### src/rtl/bytes_emitter.sv
`timescale 1ns/1ps
// ---------------------------------------------------------------------------
// bytes_emitter
//
// Serializer that takes whole tokens (1..MAX_LEN bytes packed in parallel) on
// a valid/ready port and emits them one byte per cycle on a registered
// valid/ready byte stream. The last byte of a token that carried tok_last is
// flagged with out_last. A new token can be accepted in the same cycle as the
// final byte handshake of the current one, so back-to-back tokens stream
// without bubbles.
//
// Ports:
//   clk, rst_n      - clock, asynchronous active-low reset
//   tok_valid/ready - token handshake (tok_ready is combinational)
//   tok_data        - token bytes, byte i at [8i+7:8i], byte 0 sent first
//   tok_len         - number of valid bytes, 0..MAX_LEN legal range
//   tok_last        - token closes a frame
//   out_valid/ready - byte stream handshake (out_valid registered)
//   out_byte        - emitted byte
//   out_last        - final byte of a frame-ending token
//   busy            - a token is being emitted
//   err_len         - one-cycle pulse when an over-long token was dropped
//   bytes_sent      - wrapping count of output handshakes
// ---------------------------------------------------------------------------
module bytes_emitter #(
    parameter int MAX_LEN = 8,
    parameter int LEN_W   = $clog2(MAX_LEN + 1),
    parameter int CNT_W   = 16
) (
    input  logic                   clk,
    input  logic                   rst_n,
    input  logic                   tok_valid,
    output logic                   tok_ready,
    input  logic [8*MAX_LEN-1:0]   tok_data,
    input  logic [LEN_W-1:0]       tok_len,
    input  logic                   tok_last,
    output logic                   out_valid,
    input  logic                   out_ready,
    output logic [7:0]             out_byte,
    output logic                   out_last,
    output logic                   busy,
    output logic                   err_len,
    output logic [CNT_W-1:0]       bytes_sent
);

    localparam logic [0:0] ST_IDLE = 1'b0;
    localparam logic [0:0] ST_EMIT = 1'b1;

    logic [0:0]             state_q,      state_d;
    logic                   init_q,       init_d;
    logic [8*MAX_LEN-1:0]   tok_buf_q,    tok_buf_d;
    logic [LEN_W-1:0]       idx_q,        idx_d;
    logic [LEN_W-1:0]       len_q,        len_d;
    logic                   last_q,       last_d;
    logic                   out_valid_q,  out_valid_d;
    logic [7:0]             out_byte_q,   out_byte_d;
    logic                   out_last_q,   out_last_d;
    logic                   err_len_q,    err_len_d;
    logic [CNT_W-1:0]       bytes_sent_q, bytes_sent_d;

    logic out_hs;
    logic final_byte;
    logic tok_hs;
    logic len_ok;
    logic len_bad;
    logic load;

    // Handshake and length qualifiers. init_q keeps tok_ready low while reset
    // is asserted and until the first edge after it is released.
    always_comb begin
        out_hs     = out_valid_q && out_ready;
        final_byte = (state_q == ST_EMIT) && (idx_q == (len_q - LEN_W'(1)));
        tok_ready  = init_q && ((state_q == ST_IDLE) || (final_byte && out_ready));
        tok_hs     = tok_valid && tok_ready;
        len_ok     = (tok_len != '0) && (tok_len <= LEN_W'(MAX_LEN));
        len_bad    = (tok_len > LEN_W'(MAX_LEN));
    end

    // Next-state logic. A token is loaded either from IDLE or on the final
    // byte handshake in EMIT; zero-length tokens are silently consumed and
    // over-long ones raise err_len for one cycle.
    always_comb begin
        state_d   = state_q;
        init_d    = 1'b1;
        tok_buf_d = tok_buf_q;
        idx_d     = idx_q;
        len_d     = len_q;
        last_d    = last_q;
        err_len_d = 1'b0;
        load      = 1'b0;

        case (state_q)
            ST_IDLE: begin
                if (tok_hs) begin
                    if (len_ok) begin
                        load = 1'b1;
                    end else if (len_bad) begin
                        err_len_d = 1'b1;
                    end
                end
            end
            ST_EMIT: begin
                if (out_hs) begin
                    if (!final_byte) begin
                        idx_d = idx_q + LEN_W'(1);
                    end else if (tok_hs && len_ok) begin
                        load = 1'b1;
                    end else begin
                        state_d = ST_IDLE;
                        if (tok_hs && len_bad) begin
                            err_len_d = 1'b1;
                        end
                    end
                end
            end
            default: begin
                state_d = ST_IDLE;
            end
        endcase

        if (load) begin
            state_d   = ST_EMIT;
            tok_buf_d = tok_data;
            len_d     = tok_len;
            last_d    = tok_last;
            idx_d     = '0;
        end
    end

    // Output registers are computed from the next state so the byte for the
    // new index is already presented in the cycle following a handshake.
    always_comb begin
        out_valid_d = (state_d == ST_EMIT);
        out_byte_d  = 8'h00;
        for (int i = 0; i < MAX_LEN; i++) begin
            if (out_valid_d && (idx_d == LEN_W'(i))) begin
                out_byte_d = tok_buf_d[8*i +: 8];
            end
        end
        out_last_d   = out_valid_d && last_d && (idx_d == (len_d - LEN_W'(1)));
        bytes_sent_d = bytes_sent_q + CNT_W'(out_hs);
    end

    always_ff @(posedge clk or negedge rst_n) begin
        if (!rst_n) begin
            state_q      <= ST_IDLE;
            init_q       <= 1'b0;
            tok_buf_q    <= '0;
            idx_q        <= '0;
            len_q        <= '0;
            last_q       <= 1'b0;
            out_valid_q  <= 1'b0;
            out_byte_q   <= 8'h00;
            out_last_q   <= 1'b0;
            err_len_q    <= 1'b0;
            bytes_sent_q <= '0;
        end else begin
            state_q      <= state_d;
            init_q       <= init_d;
            tok_buf_q    <= tok_buf_d;
            idx_q        <= idx_d;
            len_q        <= len_d;
            last_q       <= last_d;
            out_valid_q  <= out_valid_d;
            out_byte_q   <= out_byte_d;
            out_last_q   <= out_last_d;
            err_len_q    <= err_len_d;
            bytes_sent_q <= bytes_sent_d;
        end
    end

    assign out_valid  = out_valid_q;
    assign out_byte   = out_byte_q;
    assign out_last   = out_last_q;
    assign busy       = (state_q == ST_EMIT);
    assign err_len    = err_len_q;
    assign bytes_sent = bytes_sent_q;

endmodule
### config.mk
export PLATFORM = sky130hd
export DESIGN_NAME = bytes_emitter
export DESIGN_NICKNAME = d
export VERILOG_FILES = /design/src/rtl/bytes_emitter.sv
export SDC_FILE = /design/constraint.sdc
export NUM_CORES = 1
export LEC_CHECK = 0
export BUFFER_PORTS_ARGS = -buffer_cell sky130_fd_sc_hd__buf_2
export CAP_MARGIN = 40
export CORE_UTILIZATION = 45
export CTS_BUF_LIST = sky130_fd_sc_hd__clkbuf_4
export CTS_CLUSTER_DIAMETER = 200
export CTS_CLUSTER_SIZE = 8
export DETAILED_ROUTE_END_ITERATION = 10
export PLACE_DENSITY = 0.64
export SYNTH_ARGS = -nofsm -noshare
export SYNTH_HDL_FRONTEND = slang
export SYNTH_SLANG_ARGS = --single-unit
### constraint.sdc
create_clock -name clk -period 7.4 [get_ports clk]
set_input_delay 1.11 -clock clk [delete_from_list [all_inputs] [get_ports clk]]
set_output_delay 1.11 -clock clk [all_outputs]
set_load 0.01 [all_outputs]
# Yosys cells after proc, flatten, opt, wreduce, memory -nomap -nowiden
# Index checks and enable logic that the tools add are counted.
# classes
addsub	4
multipliers	0
div_mod_pow	0
magnitude_cmp	2
n_eq_ne	9
n_shift	0
n_mux	33
n_bitwise	1
n_reduce_logical	21
# op_table
op	n
$mux 64	1
$mux 8	8
$mux 4	5
$logic_and 1x1->1	18
$mux 1	17
$add 16x1->16	1
$eq 4x3->1 const B	4
$eq 4x2->1 const B	2
$eq 4x4->1	2
$sub 4x1->4 const B	2
$add 4x1->4 const B	1
$eq 4x1->1 const B	1
$gt 4x4->1 const B	1
$le 4x4->1 const B	1
$logic_not 4->1	1
$pmux 1 s2	2
$reduce_bool 4->1	1
$logic_or 1x1->1	1
$not 1->1	1
# totals
regBits	101
latch_bits	0
mem_bits_rw	0
romBits	0
inputBits	73
mem_count	0

# Logic depth before layout (Yosys ltp)
# logic_depth
word_depth	23
depth_mapped	14
depth_no_buf	11

# Worst setup path after synthesis
# No wires, ideal clock.
# synth_path
path_kind	input to register
start	input port tok_len[0]
end	register out_byte_q[6] (netlist: out_byte[6])
setup_time_ps	138
arrival_time_ps	3056
required_ps	7262
setup_slack_ps	4205
stages	10
path_buffers	2
cell_sequence	nor3_1 xnor2_1 nand3_1 nand2b_1 buf_2 buf_6 mux2_4 mux2_2 a2111oi_0 o21ai_1
# synth_between
word_cells_on_any_way	40
classes_between	order compare (1); eq/ne (7); mux (20); reduce/logical (12)
# synth_lines
element	line	rtl
from (decl)	35	input logic [LEN_W-1:0] tok_len,
$le 4x4->1 / $reduce_bool 4->1 (equally long branches)	75	len_ok = (tok_len != '0) && (tok_len <= LEN_W'(MAX_LEN));
$logic_and 1x1->1 (*)	75	
$logic_and 1x1->1	106	end else if (tok_hs && len_ok) begin
$mux 1	106	
$mux 1	104	if (!final_byte) begin
$mux 1	103	if (out_hs) begin
$pmux 1 s2 (*)	92	case (state_q)
$mux 64 (*)	121	if (load) begin
net tok_buf_d[62]	51	logic [8*MAX_LEN-1:0] tok_buf_q, tok_buf_d;
$mux 8 (*)	136	if (out_valid_d && (idx_d == LEN_W'(i))) begin
net out_byte_d[6]	56	logic [7:0] out_byte_q, out_byte_d;
to (signal assigned)	165	out_byte_q <= out_byte_d;
to (decl)	56	
# The timed path passes the listed nets; every way through them passes the cells marked *.

# Worst setup path in the final report
# layout_path
start	register len_q[0]
end	register out_byte_q[7] (netlist: out_byte[7])
# layout_between
word_cells_on_any_way	46
classes_between	add/sub (1); eq/ne (8); mux (22); reduce/logical (15)
# layout_lines
element	line	rtl
from (decl)	53	logic [LEN_W-1:0] len_q, len_d;
from (signal assigned)	162	len_q <= len_d;
$sub 4x1->4 (*)	72	final_byte = (state_q == ST_EMIT) && (idx_q == (len_q - LEN_W'(1)));
$eq 4x4->1 (*)	72	
$logic_and 1x1->1 (*)	72	
$logic_and 1x1->1	73	tok_ready = init_q && ((state_q == ST_IDLE) || (final_byte && out_ready));
$logic_or 1x1->1	73	
$logic_and 1x1->1	73	
$logic_and 1x1->1	74	tok_hs = tok_valid && tok_ready;
$logic_and 1x1->1	106	
$mux 1	106	
$mux 1	104	
$mux 1	103	
$pmux 1 s2 (*)	92	
$mux 64 (*)	121	
net tok_buf_d[55]	51	
$mux 8 (*) (2 in a row)	136	
net out_byte_d[7]	56	
# Marks and branches as above.

==> results_dict.tcl <==
set metrics [dict create \
    period_needed_ps 3970 \
    fp.dieW_um 104 \
    ios 102 \
    async_flop_share_pct 100 \
    worstPathMaxFanout 36 \
    reg2reg_slack_ps 3430 \
    grt_pass1_wl_um 17500 \
    gp_congestion 0.793 \
    postRouteAntennaNets 0 \
    path_class "flop to flop" \
    final.setup.tns_ps 0 \
    synth_area_um2 4720 \
    grt_antenna_before_repair 0 \
    grt_setup_unrepaired "no" \
    fin_skew_ps 17.7 \
    total_power_w 0.00229 \
    ys.flop_type "dfrtp_1" \
    syn_area_per_cell_um2 10.4 \
    cp-end-kind "flop" \
    core_region_area_um2 10200 \
    cts.clk_slew.worst_paths_ps 160 \
    die-area_um2 10900 \
    layout-drive-gt1-share_pct 30.4 \
    hold_viol_final 0 \
    synth_edf_count 0 \
    post_cts_buffers 0 \
    initial_core_util_pct 46.2 \
    slew_headroom_pct 52.2 \
    grt.total_usage_pct 20.4 \
    setup_violations 0 \
    power.density_nw_per_um2 412 \
    cts.repair.resized 0 \
    grt_max_degree 54 \
    hpwl_um 7720 \
    leakagePower_nw 2.75 \
    row_count 37 \
    drc 0 \
    ys_seq_area_share_pct 53.5 \
    n_fill_cell 952 \
    hold_path_class "flop to flop" \
    holdBufCountCts 0 \
    ir_drop_mv 0.247 \
    die-height_um 104 \
    dr.pass1.iters 4 \
    nNetsFinal 630 \
    fin_cells 693 \
    grt_pass1_vias 3633 \
    finalWirelength_um 10500 \
    syn_nets 532 \
    required_ps 7720 \
    port_buffers 101 \
    clock.fmax_mhz 252 \
    syn_inst 454 \
    cts_buffers 9 \
    maxCapViolCount 0 \
    drt-wirelength-per-cell_um 15.1 \
    postLayoutCellArea_um2 5550 \
    clock_latency_ps 460 \
    via_count 3573 \
    worst_pin_slew_ps 718 \
    post-route-period-util_pct 53.6 \
    ys_types 49 \
    final_max_slew_viol_count 0 \
    synthToLayoutAreaGrowth_pct 17.6 \
    yosysWarningCount 0 \
    htree_levels 3 \
    place_area_um2 5370 \
    overflow 0 \
    drt_iter0_drc 150 \
    arrival_ps 4290 \
    cts_tree "done" \
    final_cell_mix "nand2_1 (118), dfrtp_1 (101), buf_2 (100)" \
    final_common_cell "nand2_1" \
    dp_cells 677 \
    ys_ff_latch 101 \
    ctsRootBufferMaster "clkbuf_4" \
    status "completed" \
    cts_sinks 101 \
    clock_path_buffers 2 \
    cp-start-kind "flop" \
    routed_via_density 5.16 \
]
## registers in the layout, indices dropped and copies added (netlist names)
name        flops
last_q          1
out_byte        8
init_q          1
err_len         1
out_last        1
idx_q           4
out_valid       1
tok_buf_q      64
len_q           4
bytes_sent     16
## cell type report
class	count	area (um2)	share of cell area [%]
Tap cell	136	170	3.06
Antenna cell	1	2.50	0.0451
Clock buffer	10	75.1	1.35
Clock inverter	5	108	1.94
Sequential cell	101	2530	45.5
Multi-Input combinational cell	327	2080	37.5
Inverter	6	22.5	0.406
Timing Repair Buffer	107	566	10.2
## final timing paths
| kind | start | to | cells past startpoint |
|---|---|---|---|
| min in group asynchronous | rst_n | tok_buf_q[51] | 1 |
| max in group asynchronous | rst_n | tok_buf_q[10] | 2 |
| worst max-delay path | len_q[0] | out_byte[7] | 11 |
| worst min register to register | bytes_sent[15] | bytes_sent[15] | 1 |
| worst max register to register | len_q[0] | out_byte[7] | 11 |
| worst min-delay path | bytes_sent[15] | bytes_sent[15] | 1 |
## power by group
part | total (W) | internal (W) | switching, W
clock network | 0.000355 | 0.000175 | 0.000180
registers | 0.000897 | 0.000782 | 0.000115
logic | 0.00103 | 0.000451 | 0.000584
## cells in the mapped netlist, types with 2 or more instances
cell,instances,area [um2]
xnor2_1,17,149
nand4_1,4,25.0
nand2b_1,2,12.5
nor2_1,14,52.6
a41oi_1,2,17.5
a31oi_1,5,31.3
o211ai_1,5,37.5
mux2i_1,2,20.0
ha_1,5,62.6
o22ai_1,5,31.3
and3_1,4,25.0
a21oi_1,10,50.1
o21ai_1,2,10.0
mux2_2,39,439
inv_1,6,22.5
dfrtp_1,101,2530
a22oi_1,5,37.5
buf_2,9,45.0
o31a_1,2,17.5
and2_1,5,31.3
xor2_1,11,96.3
nor3_1,2,10.0
buf_1,2,7.51
nand2_1,118,443
nor2b_1,11,68.8
o21ai_0,13,65.1
a221oi_1,2,17.5
a211oi_1,4,30.0
a2111oi_0,2,17.5
clkbuf_1,7,26.3
nand3_1,20,100
## metal layers
metal / track usage [%] / wire length (um)
met1: 28.7 / 5110
met2: 31.3 / 4760
met3: 3.95 / 372
met4: 7.76 / 242
met5: 0 / 0
## stage by stage
stage | setup slack [ps] | util (%) | hold WS [ps]
after detailed placement | 2960 | 52.5 | 454
after global routing | 3020 | 54.2 | 509
final | 3430 | 54.3 | 478
after floorplan | 4210 | - | 436
after global placement | 3200 | 52.2 | 449
after CTS | 3340 | 54.2 | 483
## cell families (layout without fill, tap and decap cells)
logic type                 count (synthesis)  after routing  synth area share, %
AOI/OAI and AO/OA                         63             63                 9.19
xor gates and xnor gates                  30             30                 6.01
adders and majority gates                  5              5                 1.32
buffers and inverters                     26            128                 2.54
DFF                                      101            101                 53.5
muxes                                     42             42                 10.0
other                                      1              2               0.0794
and+or+nand+nor                          186            186                 17.3
## critical path, cell delays in order, from the launching register on
cell and delay [ps]:
dfrtp_1 450, inv_1 100, ha_1 200, xnor3_1 440
nand3_1 210, o31ai_4 310, nand2b_2 460, buf_4 450
mux2_2 330, mux2_2 260, a2111oi_0 440, o21ai_0 170
No activity file was read; power rests on OpenSTA's default activity.
